`src/rtl/hack_ctrl_pkg.sv`:
```
// Shared types and constants for the Hack CPU control path: sequencer states,
// C-instruction/jump bit positions and the jump-field encodings.
package hack_ctrl_pkg;

  typedef enum logic [2:0] {
    S_INIT,
    S_FETCH,
    S_EXEC,
    S_UPDATE,
    S_FAULT,
    S_HALT
  } state_t;

  localparam int C_BIT  = 15;
  localparam int J2_BIT = 2;   // jump if out < 0
  localparam int J1_BIT = 1;   // jump if out == 0
  localparam int J0_BIT = 0;   // jump if out > 0

  localparam logic [2:0] JNULL = 3'b000;
  localparam logic [2:0] JGT   = 3'b001;
  localparam logic [2:0] JEQ   = 3'b010;
  localparam logic [2:0] JGE   = 3'b011;
  localparam logic [2:0] JLT   = 3'b100;
  localparam logic [2:0] JNE   = 3'b101;
  localparam logic [2:0] JLE   = 3'b110;
  localparam logic [2:0] JMP   = 3'b111;

endpackage

```
`src/rtl/pc_sequencer_jump_cond.sv`:
```
// Jump condition for a Hack instruction given the ALU zr/ng flags.
// Purely combinational; A-instructions never jump.
module jump_cond
  import hack_ctrl_pkg::*;
#(
  parameter int INSTR_W = 16
) (
  input  logic [INSTR_W-1:0] instr,
  input  logic               zr,
  input  logic               ng,
  output logic               jump
);

  logic pos;
  assign pos  = ~zr & ~ng;
  assign jump = instr[C_BIT] &
                ((instr[J2_BIT] & ng) | (instr[J1_BIT] & zr) | (instr[J0_BIT] & pos));

  // comp/dest fields are the datapath's business
  wire unused_fields = ^instr[C_BIT-1:J2_BIT+1];

endmodule

```
`src/rtl/pc_sequencer.sv`:
```
// Fetch/execute controller driving the Hack PC reset/load/inc strobes.
// Optional self-jump halt detection is enabled with HALT_DETECT_EN.
module pc_sequencer
  import hack_ctrl_pkg::*;
#(
  parameter int ADDR_W      = 15,
  parameter int INSTR_W     = 16,
  parameter int ROM_TIMEOUT = 15
) (
  input  logic               clk,
  input  logic               reset,
  output logic               rom_req,
  input  logic               rom_ack,
  input  logic [INSTR_W-1:0] rom_data,
  output logic [INSTR_W-1:0] instr,
  output logic               instr_valid,
  input  logic               exec_done,
  input  logic               zr,
  input  logic               ng,
  output logic               pc_reset,
  output logic               pc_load,
  output logic               pc_inc,
  input  logic [ADDR_W-1:0]  pc_value,
  input  logic [ADDR_W-1:0]  a_value,
  output logic               fault,
  output logic               halted
);

  localparam int TW = (ROM_TIMEOUT > 1) ? $clog2(ROM_TIMEOUT) : 1;

  state_t        state;
  logic [TW-1:0] tcnt;
  logic          exec_first;
  logic          jump, jump_r;

  jump_cond #(.INSTR_W(INSTR_W)) u_jump (
    .instr (instr),
    .zr    (zr),
    .ng    (ng),
    .jump  (jump)
  );

  always_ff @(posedge clk) begin
    if (reset) begin
      state      <= S_INIT;
      instr      <= '0;
      tcnt       <= '0;
      exec_first <= 1'b0;
      jump_r     <= 1'b0;
    end else begin
      case (state)
        S_INIT: begin
          tcnt  <= '0;
          state <= S_FETCH;
        end
        S_FETCH: begin
          if (rom_ack) begin
            instr      <= rom_data;
            exec_first <= 1'b1;
            state      <= S_EXEC;
          end else if (tcnt == TW'(ROM_TIMEOUT - 1)) begin
            state <= S_FAULT;
          end else begin
            tcnt <= tcnt + TW'(1);
          end
        end
        S_EXEC: begin
          exec_first <= 1'b0;
          // flags are only meaningful in the exec_done cycle
          if (exec_done) begin
            jump_r <= jump;
            state  <= S_UPDATE;
          end
        end
        S_UPDATE: begin
          tcnt <= '0;
`ifdef HALT_DETECT_EN
          if (jump_r && (a_value == pc_value)) state <= S_HALT;
          else                                 state <= S_FETCH;
`else
          state <= S_FETCH;
`endif
        end
        S_FAULT: state <= S_FAULT;
        S_HALT:  state <= S_HALT;
        default: state <= S_INIT;
      endcase
    end
  end

  assign pc_reset    = (state == S_INIT);
  assign rom_req     = (state == S_FETCH);
  assign instr_valid = (state == S_EXEC) && exec_first;
  assign pc_load     = (state == S_UPDATE) && jump_r;
  assign pc_inc      = (state == S_UPDATE) && !jump_r;
  assign fault       = (state == S_FAULT);

`ifdef HALT_DETECT_EN
  assign halted = (state == S_HALT);
`else
  assign halted = 1'b0;
  wire unused_pc = ^{pc_value, a_value};
`endif

endmodule
```
`config.mk`:
```
export PLATFORM = sky130hd
export DESIGN_NAME = pc_sequencer
export DESIGN_NICKNAME = d
export VERILOG_FILES = /design/src/rtl/hack_ctrl_pkg.sv /design/src/rtl/pc_sequencer_jump_cond.sv /design/src/rtl/pc_sequencer.sv
export SDC_FILE = /design/constraint.sdc
export NUM_CORES = 1
export LEC_CHECK = 0
export CORE_ASPECT_RATIO = 1.4
export CORE_MARGIN = 2
export CORE_UTILIZATION = 35
export DETAILED_ROUTE_END_ITERATION = 8
export GPL_ROUTABILITY_DRIVEN = 0
export GPL_TIMING_DRIVEN = 0
export PLACE_DENSITY = 0.76
export SLEW_MARGIN = 20
export SYNTH_ARGS = -nofsm -noshare
export SYNTH_HDL_FRONTEND = slang
export SYNTH_HIERARCHICAL = 1
export SYNTH_SLANG_ARGS = --single-unit
```
`constraint.sdc`:
```
create_clock -name clk -period 3.55 [get_ports clk]
set_input_delay 0.71 -clock clk [delete_from_list [all_inputs] [get_ports clk]]
set_output_delay 0.71 -clock clk [all_outputs]
set_load 0.1 [all_outputs]
```
Yosys cells after proc, flatten, opt, wreduce, memory -nomap -nowiden
Index checks and enable logic that the tools add are counted.
Cells by class
  add/sub/neg operators: 1
  bitwise gates (word level): 9
  eq/ne operators: 11
  reductions and logical operators: 13
  multiplexer cells: 9
Operators by type and width (count)
  3-bit one-hot mux with 5 select lines: 1
  3-bit two-way mux: 3
  4-bit two-way mux: 2
  4-bit one-hot mux with 2 select lines: 1
  2-bit AND reduction: 4
  3-bit by 2-bit equality test with 1-bit output (second input constant): 2
  3-bit equality test (second input constant): 2
  2-bit != test (second input constant): 3
  1-bit bitwise AND: 5
  4-bit by 1-bit adder with 4-bit output (second input constant): 1
  4-bit equality test (second input constant): 1
  2-bit nonzero test: 2
  3-bit by 1-bit equality test with 1-bit output (second input constant): 1
  1-bit logical AND: 3
  3-bit logical NOT: 1
  3-bit by 1-bit != test with 1-bit output (second input constant): 1
  3-bit AND reduction: 1
  2-bit by 1-bit != test with 1-bit output (second input constant): 1
  1-bit NOT: 2
  1-bit OR: 2
  1-bit one-hot mux with 2 select lines: 1
  2-bit OR reduction: 1
  1-bit logical NOT: 1
  1-bit two-way mux: 1
Storage, ports and cells
  register bits after elaboration: 25
  output and inout port bits: 23
  bits of input ports: 52

Depth between registers and ports, before layout
Gate-level depths: netlist of the first run.
  word-level depth: 5
  depth in mapped cells: 6
  mapped depth without buffers: 5

Cells and area by module
Netlist of the first run, hierarchy kept.
Modules (own cells, without submodules)
  pc_sequencer: cells each 131, instances 1, area each 1071.0 sq um, seq. area each 500.5 sq um
  jump_cond: cells each 3, instances 1, area each 23.8 sq um, seq. area each 0.0 sq um

Worst setup path after synthesis of the first run
OpenSTA, ideal clock, no wires.
  kind: reg-to-output
  start point: reg state[1]
  end point: out pc_inc
  arrival time: 2.897 ns
  path slack: -0.057 ns
  cell stages (with the launch flop): 4
  data required time: 2.840 ns
  cell sequence: dfxtp_1 clkbuf_1 nand2b_1 nor3b_1
Between the ends
  cells in the longest elaborated chain, start to end: 2
RTL lines
  start: declaration: line pc_sequencer.sv:31  | state_t state;
  start signal: assignment: line pc_sequencer.sv:45  | state <= S_INIT;
  start signal: assignment: line pc_sequencer.sv:54  | state <= S_FETCH;
  start signal: assignment: line pc_sequencer.sv:60  | state <= S_EXEC;
  3-bit by 2-bit equality test with 1-bit output: line pc_sequencer.sv:95  | assign pc_inc = (state == S_UPDATE) && !jump_r;
  1-bit logical AND: line pc_sequencer.sv:95
  end: declaration: line pc_sequencer.sv:22  | output logic pc_inc,
Every way passes these cells.

Final worst setup path of the first run
  start point: reg state[0]
  end point: out rom_req
Between the ends
  cells in the longest elaborated chain, start to end: 1
RTL lines
  3-bit by 1-bit equality test with 1-bit output: line pc_sequencer.sv:92  | assign rom_req = (state == S_FETCH);
  end: declaration: line pc_sequencer.sv:12  | output logic rom_req,
Every way passes these cells.

==> results of run 1 <==
[path summary, 6_finish.rpt]
path | to
max | rom_req
min reg2reg | instr[3]
max reg2reg | instr[7]
min | instr[3]
[placed cells by master, fill, tap and decap left out, types with 4 or more instances in the layout]
cell type        count
o21ai_0              5
clkdlybuf4s50_1     43
a21oi_1             19
inv_1                4
dfxtp_1             25
clkbuf_1             9
nand2_1             32
[Yosys cell counts, types with 2 or more instances]
| cell type | instances | share of area, % |
|---|---|---|
| a21oi_1 | 19 | 8.7 |
| o21ai_0 | 5 | 2.3 |
| buf_2 | 2 | 0.91 |
| or3_1 | 2 | 1.1 |
| inv_1 | 4 | 1.4 |
| and4bb_2 | 2 | 2.3 |
| dfxtp_1 | 25 | 46 |
| ha_1 | 2 | 2.3 |
| nand2b_1 | 3 | 1.7 |
| nor3b_1 | 3 | 2.1 |
| nand2_1 | 32 | 11 |
| clkbuf_1 | 8 | 2.7 |
| or4_1 | 2 | 1.4 |
| nor3_1 | 3 | 1.4 |
| o31ai_1 | 2 | 1.4 |
| nor2_1 | 2 | 0.69 |
[final cells by class]
type / count / area [µm²]
Fill cell: 297 / 1444
Timing Repair Buffer: 43 / 430.4
Tap cell: 39 / 48.80
Multi-Input combinational cell: 93 / 520.5
Clock buffer: 4 / 45.04
Buffer: 12 / 58.81
Sequential cell: 25 / 500.5
Inverter: 4 / 15.01
[layer usage]
| metal | GRT usage [%] | vias to the layer above |
|---|---|---|
| li1 | - | 550 |
| met1 | 18.82 | 492 |
| met2 | 29.73 | 35 |
| met3 | 4.701 | 4 |
| met4 | 6.140 | 0 |
| met5 | 0 | - |
[metrics by stage]
step                hold WS [ns]  cell area, µm²  power (mW)  setup WS [ns]  instances
finish                    0.4621            1619      0.6537         0.3050        220
global placement          0.4419            1574      0.4895         0.6787        216
global route              0.4760            1619      0.6847         0.1780        220
floorplan                 0.4456            1095      0.4345       -0.05746        134
detailed placement        0.4492            1574      0.4923         0.6236        216
CTS                       0.4590            1619      0.6592         0.3189        220
[worst register-to-register path: cells and delay by family, from the launching register on]
kind / cells / cell delay (ns)
compound gates: 1 / 0.14
buf+inv: 3 / 0.88
flops: 1 / 0.34
simple gates: 2 / 0.26
[state kept, by name (all words and copies together) (netlist names)]
register,count
instr,16
tcnt,4
state,3
exec_first,1
jump_r,1
[report_power, final]
group	internal (mW)	total (mW)	switching, mW
Sequential	0.293	0.300	0.00774
Clock	0.0803	0.168	0.0880
Combinational	0.0572	0.185	0.128
[kinds of logic (layout without fill, tap and decap cells)]
family,Yosys count,count (layout),share of synthesized area (%)
mux,1,1,0.9143
flops,25,25,45.71
compound gates,33,33,17.26
buf+inv,16,63,6.743
other cells,1,1,0.3425
fa+ha+maj,2,2,2.285
simple gates,56,56,26.74
==> impl_metrics.yaml, run 1 <==
global_routing:
  grt_pass1_wl_mm: 4.802
  grt_overflow_total: 0
  grt_pass1_vias: 1129
  antenna_found_initial: 0
  grt_max_degree: 14
  grtUsageTotal_pct: 16.86
drt:
  wl_met1_mm: 1.097
  first_pass_iters: 4
  drc: 0
  drt_iter0_markers: 24
  met2_length_mm: 1.382
  wl_mm: 2.689
  vias: 1081
  wl_per_cell_um: 12.22
  viasPerCell: 4.914
  top_layer: "met4"
  dr_wl_met3_um: 176
  antenna_left: 0
hold_path:
  min_path_cells: 2
  holdCritPathClass: "reg2reg"
  worstHoldStart: "instr[3]"
clock_network:
  post-cts-setup-buffers: 0
  root_buffer: "clkbuf_8"
  htree_levels: 1
  clock_path_buffers: 2
  clkSinkCount: 25
  cts_resized: 0
  cts_made_buffers: 3
  cts_tree: "done"
  clk_latency_ns: 0.27
  ctsHoldBuffers: 0
  clk_pin_slew_ns: 0.08
floorplanning:
  core-area_um2: 3063
  core.rowCount: 24
  die_y_um: 70.18
  die_area_um2: 3598
  die_w_um: 51.27
  initial_utilization_pct: 35.74
  boundaryPins: 75
flow_run:
  maxCapViolCount: 0
synth:
  synth_flop_cell: "dfxtp_1"
  synth_nets: 188
  synth_edf_count: 0
  ys_warn_count: 6
  syn_inst: 134
  synth_area_um2: 1095
  ys_types: 34
  avgSynthCellArea_um2: 8.170
  yosysSeqAreaShare_pct: 45.71
  async_flop_share_pct: 0
  ys_ff_latch: 25
sta:
  final-setup-viol-count: 0
  worstMarginPinSlew_ns: 0.9870
  max_freq_mhz: 308.2
  skew_ns: 0.001137
  final_max_slew_viol_count: 0
  maxSlewHeadroom_pct: 33.99
  setup_tns_ns: 0
  post-route-period-util_pct: 91.41
  rsz0062_at_grt: "false"
  min_period_ns: 3.245
  hold_violations: 0
critical_path:
  crit_type: "reg2out"
  cp.arrival_ns: 2.53
  worst-path-max-fanout: 10
  r2r_cells: 6
  worst_ep_required_time_ns: 2.84
  crit_start: "state[0]"
  cp_num_cells: 3
  path_cells: "clkbuf_1, nor3b_1, clkdlybuf4s50_1"
  worst_path_max_delay_cell: "clkdlybuf4s50_1"
  path_buf_inv: 2
  crit_family: "buffers and inverters"
  r2r-start: "state[1]"
  cp-start-kind: "register"
  crit_path_max_incr_delay_ns: 1.20
  r2r_slack_ns: 1.87
  end_kind: "output pin"
power_and_ir_drop:
  cellPowerDensity_nw_per_um2: 403.7
  worst_ir_drop_vdd_mv: 0.2921
  leakagePower_nw: 0.5519
run_status:
  status: "complete, no violations"
placed_design:
  dp_hpwl_mm: 2.050
  io_buffers: 43
cells_and_area:
  fin_nets: 236
  area_growth_syn_to_layout_pct: 47.89
  drive_gt1_share_pct: 6.077
  postLayoutCoreUtil_pct: 52.86
  diodes: 0
Note: power is estimated with default switching activity, not from simulation.
==> run 2: changes to the inputs <==
Settings changed: CORE_UTILIZATION 35 to 37, CTS_BUF_LIST set to sky130_fd_sc_hd__clkbuf_16, PLACE_DENSITY 0.76 to 0.8.
==> run 2 against run 1 <==
Against the previous run:
- sequential share of layout area shrank 0.65 points
- register-to-register slack about the same
- core utilization increased by 5.2 points
- final cell count down 0.91%
- setup slack gained 0.077 ns
- critical path depth unchanged
- final area grew 2.2%
- power grew 13%
- largest power group unchanged
- non-clock buffer count stayed put
- clock power rose by 51%
==> impl_metrics.yaml, run 2 (same netlist as run 1, synthesis figures left out) <==
run_status:
  status: "complete, no violations"
critical_path:
  path_buf_inv: 2
  worst-path-max-fanout: 10
  cp-start-kind: "register"
  path_cells: "clkbuf_1, nor3b_1, clkdlybuf4s50_1"
  r2r_slack_ns: 1.86
  worst_path_max_delay_cell: "clkdlybuf4s50_1"
  crit_type: "reg2out"
  worst_ep_required_time_ns: 2.84
  end_kind: "output pin"
  cp.arrival_ns: 2.46
  crit_path_max_incr_delay_ns: 1.19
  crit_family: "buffers and inverters"
drt:
  antenna_left: 0
  vias: 1071
  drt_iter0_markers: 9
  first_pass_iters: 4
  viasPerCell: 4.913
  wl_met1_mm: 1.048
  top_layer: "met4"
  met2_length_mm: 1.419
  wl_mm: 2.726
  wl_per_cell_um: 12.50
  drc: 0
  dr_wl_met3_um: 201
cells_and_area:
  mostFrequentLayoutCell: "clkdlybuf4s50_1"
  fin_nets: 236
  diodes: 0
  drive_gt1_share_pct: 6.630
  final_area_um2: 1654
  largestRegisters: "instr (16), tcnt (4), state (3)"
  mostFrequentLayoutCells: "clkdlybuf4s50_1, nand2_1, dfxtp_1, a21oi_1, clkbuf_1"
  largest_register_ffs: 16
  area_growth_syn_to_layout_pct: 51.09
  regMostFlops: "instr"
floorplanning:
  die_y_um: 68.36
  die_area_um2: 3416
  core-area_um2: 2849
  die_w_um: 49.97
  core.rowCount: 23
  initial_utilization_pct: 38.43
  boundaryPins: 75
hold_path:
  holdCritPathClass: "reg2reg"
clock_network:
  cts_tree: "done"
  cts_resized: 0
  post-cts-setup-buffers: 0
  root_buffer: "clkbuf_16"
  clk_pin_slew_ns: 0.06
  clkSinkCount: 25
  cts_made_buffers: 3
  clk_latency_ns: 0.26
  ctsHoldBuffers: 0
  clock_path_buffers: 2
  htree_levels: 1
sta:
  min_period_ns: 3.168
  final_max_slew_viol_count: 0
  max_freq_mhz: 315.7
  skew_ns: 0.001832
  hold_violations: 0
  post-route-period-util_pct: 89.24
  worstMarginPinSlew_ns: 1.002
  final-setup-viol-count: 0
  maxSlewHeadroom_pct: 33.00
  rsz0062_at_grt: "false"
  whs_ns: 0.4523
global_routing:
  grt_pass1_wl_mm: 4.671
  grt_overflow_total: 0
  antenna_found_initial: 0
  grt_max_degree: 16
  grtUsageTotal_pct: 17.82
  grt_pass1_vias: 1063
power_and_ir_drop:
  cellPowerDensity_nw_per_um2: 447.7
  leakagePower_nw: 0.5662
  p_total_uw: 740.6
  worst_ir_drop_vdd_mv: 0.4418
flow_run:
  maxCapViolCount: 0
placed_design:
  place_area_um2: 1572
  dp_hpwl_mm: 2.103
  io_buffers: 43
-- run 2: cell count changes in the layout (fill, tap and decap cells not counted) --
cell | previous run | this run
clkinvlp_4 | 0 | 1
clkbuf_16 | 0 | 3
clkbuf_1 | 9 | 8
clkbuf_8 | 3 | 0
-- run 2: final cells by class --
class / instances / area [µm²]
flip-flops and latches: 25 / 500.5
well taps: 37 / 46.29
multi-input cells: 93 / 520.5
repair buffers: 43 / 430.4
clock buffers: 3 / 75.07
fillers: 244 / 1195
clock inverters: 1 / 7.507
inverters: 4 / 15.01
plain buffers: 12 / 58.81
-- run 2: worst reg2reg max path, delay by kind of cell, from the launching register on --
kind | cells | cell delay [ns]
simple gates | 2 | 0.27
compound gates | 1 | 0.15
buf+inv | 3 | 0.86
flops | 1 | 0.34
-- run 2: worst paths after layout --
check | to | start | cells past startpoint
setup / recovery | rom_req | state[0] | 3
hold / removal | instr[12] | instr[12] | 2
setup reg to reg | instr[1] | state[1] | 6
hold reg to reg | instr[12] | instr[12] | 2
-- run 2: stage by stage --
stage               utilization, %  instances  TNS, ns  setup slack (ns)
floorplan                        -        134  -0.1311          -0.05746
global placement             55.16        214        0            0.6835
detailed placement           55.16        214        0            0.6580
CTS                          58.06        218        0            0.3680
global route                 58.06        218        0            0.2509
finish                       58.06        218        0            0.3820
-- run 2: power breakdown --
part	total (mW)	leakage (nW)	internal [mW]	switching, mW
Combinational	0.185	0.325	0.0571	0.128
Sequential	0.301	0.204	0.293	0.00788
Clock	0.254	0.0371	0.153	0.101
-- run 2: metal layers --
layer,vias to the layer above,track usage [%]
li1,552,-
met1,480,18.56
met2,34,32.67
met3,5,4.803
met4,0,9.375
met5,-,0
